File: src/rtl/sync_toggle_event_rx.sv
// Receive side of a toggle-based event crossing: filters the synchronized level,
// emits one pulse per accepted toggle and queues events in a saturating pending counter.
module sync_toggle_event_rx #(
    parameter int unsigned FILT_CYC = 2,
    parameter int unsigned CNT_W    = 4,
    parameter logic        RST_VAL  = 1'b0
) (
    input  logic             o_clk,
    input  logic             o_rst,
    input  logic             sync_in,
    input  logic             evt_ready,
    input  logic             clr_ovf,
    output logic             lvl_o,
    output logic             evt_pulse,
    output logic             evt_valid,
    output logic [CNT_W-1:0] evt_pending,
    output logic             evt_ovf
);

    localparam logic [3:0]       FiltLast = 4'(FILT_CYC - 1);
    localparam logic [CNT_W-1:0] CntMax   = '1;
    localparam logic [CNT_W-1:0] CntOne   = CNT_W'(1);

    logic             lvl_q, lvl_d;
    logic [3:0]       stab_q, stab_d;
    logic             pulse_q;
    logic [CNT_W-1:0] pend_q, pend_d;
    logic             ovf_q, ovf_d;
    logic             accept;
    logic             dec;

    always_comb begin
        lvl_d  = lvl_q;
        stab_d = stab_q;
        accept = 1'b0;
        if (sync_in == lvl_q) begin
            stab_d = 4'd0;
        end else if (stab_q >= FiltLast) begin
            lvl_d  = sync_in;
            stab_d = 4'd0;
            accept = 1'b1;
        end else begin
            stab_d = stab_q + 4'd1;
        end
    end

    // A simultaneous accept and drain cancel out and never count as an overflow.
    always_comb begin
        dec    = evt_ready && (pend_q != '0);
        pend_d = pend_q;
        ovf_d  = ovf_q & ~clr_ovf;
        if (accept && !dec) begin
            if (pend_q == CntMax) begin
                ovf_d = 1'b1;
            end else begin
                pend_d = pend_q + CntOne;
            end
        end else if (!accept && dec) begin
            pend_d = pend_q - CntOne;
        end
    end

    always_ff @(posedge o_clk or posedge o_rst) begin
        if (o_rst) begin
            lvl_q   <= RST_VAL;
            stab_q  <= 4'd0;
            pulse_q <= 1'b0;
            pend_q  <= '0;
            ovf_q   <= 1'b0;
        end else begin
            lvl_q   <= lvl_d;
            stab_q  <= stab_d;
            pulse_q <= accept;
            pend_q  <= pend_d;
            ovf_q   <= ovf_d;
        end
    end

    assign lvl_o       = lvl_q;
    assign evt_pulse   = pulse_q;
    assign evt_pending = pend_q;
    assign evt_valid   = (pend_q != '0);
    assign evt_ovf     = ovf_q;

endmodule
File: config.mk
export PLATFORM = sky130hd
export DESIGN_NAME = sync_toggle_event_rx
export DESIGN_NICKNAME = d
export VERILOG_FILES = /design/src/rtl/sync_toggle_event_rx.sv
export SDC_FILE = /design/constraint.sdc
export NUM_CORES = 1
export LEC_CHECK = 0
export CAP_MARGIN = 20
export CORE_AREA = 2 2 39 41
export CTS_CLUSTER_SIZE = 30
export DETAILED_ROUTE_END_ITERATION = 6
export DIE_AREA = 0 0 41 43
export GPL_TIMING_DRIVEN = 0
export PLACE_DENSITY_LB_ADDON = 0.15
export RECOVER_POWER = 25
export SLEW_MARGIN = 30
export SYNTH_ARGS = -nofsm -noshare
export SYNTH_HDL_FRONTEND = slang
export SYNTH_SLANG_ARGS = --single-unit
File: constraint.sdc
create_clock -name o_clk -period 2.34 [get_ports o_clk]
set_input_delay 0.351 -clock o_clk [delete_from_list [all_inputs] [get_ports o_clk]]
set_output_delay 0.351 -clock o_clk [all_outputs]
set_load 0.1 [all_outputs]
==> flow_metrics.env <==
export IMPL_drt_pass1_iter_count=2
export IMPL_hpwlAfterDp_um=777
export IMPL_synth_edf_count=0
export IMPL_fp_dieH_um=43
export IMPL_die_w_um=41
export IMPL_grt_first_pass_wirelength_um=1620
export IMPL_postSynthAreaPerCell_um2=12.8
export IMPL_cp_num_buf_inv=1
export IMPL_synthTopCellsByArea="dfrtp_1 47%, ha_1 11%, xor2_1 4.4%, nor4b_4 4.0%, mux2_1 3.8%"
export IMPL_startpoint="evt_pending[0]"
export IMPL_routed_via_density=4.80
export IMPL_rsz0062_at_grt="no"
export IMPL_setup_viol=0
export IMPL_synth_top_area_frac=0.466
export IMPL_slowest_delay_ns=1.16
export IMPL_post_route_drc_count=0
export IMPL_nNetsFinal=75
export IMPL_instances_no_fill=79
export IMPL_finalHoldViolCount=0
export IMPL_tightest_slew_ns=0.967
export IMPL_end_kind="output port"
export IMPL_clock_skew_ns=0.00154
export IMPL_crit_slowest_cell="clkdlybuf4s50_1"
export IMPL_min_period_ns=2.23
export IMPL_start_kind="register"
export IMPL_core_area_um2=1380
export IMPL_area_growth_pct=30.7
export IMPL_clock_sink_count=11
export IMPL_initial_utilization=0.427
export IMPL_num_vias=379
export IMPL_io_pins=13
export IMPL_wl_um=992
export IMPL_yosysTopAreaCell="dfrtp_1"
export IMPL_cts_tree="built"
export IMPL_syn_nets=57
export IMPL_ys_flop_type="dfrtp_1"
export IMPL_path_class="reg -> out"
export IMPL_slew_headroom=0.353
export IMPL_final_area_um2=772
export IMPL_synthCells=46
export IMPL_yosysUniqueCellTypes=24
export IMPL_gp_congestion=0.707
export IMPL_grt_overflow_total=0
export IMPL_netlist_top_cells_count="11 x dfrtp_1, 5 x ha_1, 4 x inv_1"
export IMPL_diodes=0
export IMPL_crit_end="evt_pending[0]"
export IMPL_reg2reg_to="evt_pending[3]"
export IMPL_synth_warnings=0
export IMPL_reg2reg_slack_ns=0.19
export IMPL_grtUsageTotal=0.148
export IMPL_drt_first_iter_violations=1
export IMPL_synth_seq_cells=11
export IMPL_io_buffers=12
export IMPL_worst_ep_required_time_ns=1.99
export IMPL_ant_nets=0
export IMPL_final_max_slew_violation_count=0
export IMPL_antenna_found_initial=0
export IMPL_synth_seq_area_share=0.466
export IMPL_htree_levels=1
export IMPL_cp_arrival_ns=1.88
export IMPL_die_area_um2=1760
export IMPL_grt_pass1_vias=384
export IMPL_root_buffer="clkbuf_4"
export IMPL_dp_cells=74
export IMPL_hold_class="in -> async"
export IMPL_cp_max_fo=7
export IMPL_fp_row_count=14
export IMPL_clkTransAtPathRegs_ns=0.06
export IMPL_max_freq_mhz=449
export IMPL_grt_max_degree=12
export IMPL_crit_chain="clkdlybuf4s50_1"
export IMPL_post_synth_top_count_cell="dfrtp_1"
export IMPL_n_fill_cell=123
export IMPL_drive_gt1_frac=0.286
export IMPL_crit_cells=1
export IMPL_routedWlPerCell_um=12.6
export IMPL_drv_cap=0
export IMPL_reg2reg_depth=7
export IMPL_r2r_start="evt_pending[0]"
export IMPL_cts_buffer_depth=2
export IMPL_clkLatencyLatePin_ns=0.26
export IMPL_cp_top_family="buffers and inverters"
export IMPL_cts_made_buffers=3
export IMPL_post_route_period_util=0.952
export IMPL_place_area_um2=737
export IMPL_syn_area_um2=591
export IMPL_outcome="completed"
export IMPL_synthArstFlopShare=1.00
==> area by class of cell <==
class                      instances  area [um2]  share of cell area
multi-input combinational         31         307               0.397
timing repair buffer              13         123               0.159
tap                               16        20.0              0.0259
inverter                           4        15.0              0.0194
clock buffer                       4        26.3              0.0340
sequential                        11         282               0.365
==> cell usage in the layout (no fill, tap or decap) <==
master,Yosys,routed
clkdlybuf4s50_1,0,10
dfrtp_1,11,6
ha_1,5,5
dfrtp_2,0,5
inv_1,4,4
xor2_1,3,3
and2_1,3,3
clkbuf_4,0,3
nand2_2,1,2
mux2_1,2,2
nor4b_4,1,1
xnor2_1,1,1
o41ai_2,1,1
nand4_1,1,1
nand4bb_1,1,1
o21bai_2,1,1
a21o_1,1,1
a21oi_2,0,1
mux2i_1,1,1
nor2_1,1,1
mux2_2,1,1
nor2b_1,1,1
or4_2,1,1
o22ai_1,1,1
fa_1,1,1
clkbuf_1,0,1
dlygate4sd3_1,0,1
clkbuf_2,0,1
buf_4,0,1
conb_1,1,1
==> worst min-delay path by stage <==
stage,depth (start not counted),slack (ns),to,startpoint
detailed placement,1,0.52,evt_pending[3],evt_pending[3]
global placement,2,0.52,evt_ovf,evt_ovf
global route,1,0.54,evt_pending[3],evt_pending[3]
floorplan,1,0.20,evt_ovf,o_rst
CTS,2,0.39,stab_q[0],o_rst
finish,2,0.51,stab_q[0],o_rst
==> logic make-up after synthesis <==
group	share of synthesized area
other	0.00635
adder cells (fa/ha/maj)	0.140
XOR/XNOR	0.0593
AO/OA/AOI/OAI	0.0784
AND/OR/NAND/NOR	0.150
multiplexers	0.0741
buffers and inverters	0.0254
flip-flops	0.466
==> sequential cells by signal, indices dropped and copies added, names as in the netlist <==
signal	cells
stab_q	4
lvl_o	1
evt_pending	4
evt_pulse	1
evt_ovf	1
==> per-stage QoR <==
step / setup TNS, ns / hold WS (ns) / setup slack [ns] / utilization
5_1_grt: 0 / 0.542 / 0.0319 / 0.558
3_5_place_dp: -0.231 / 0.522 / -0.133 / 0.533
2_1_floorplan: 0 / 0.203 / 0.0833 / -
3_3_place_gp: -0.199 / 0.522 / -0.109 / 0.533
4_1_cts: -0.0110 / 0.387 / -0.0110 / 0.556
6_report: 0 / 0.513 / 0.113 / 0.558
==> routing by layer <==
metal | GRT usage | vias up | wire, um
met3 | 0.0314 | 4 | 33
met5 | 0 | - | 0
met4 | 0.140 | 0 | 34
met1 | 0.193 | 180 | 473
li1 | - | 188 | -
met2 | 0.191 | 7 | 451
==> what timing repair did <==
action / CTS / global route
hold buffers: 0 / 0
setup endpoints to repair: 2 / 2
gates cloned: 0 / 0
buffers inserted: 1 / 0
gates resized for setup: 1 / 4
pin swaps: 1 / 1
Power is not shown: default switching activity piles up to over one toggle a cycle in this logic, so the estimate is an artifact.
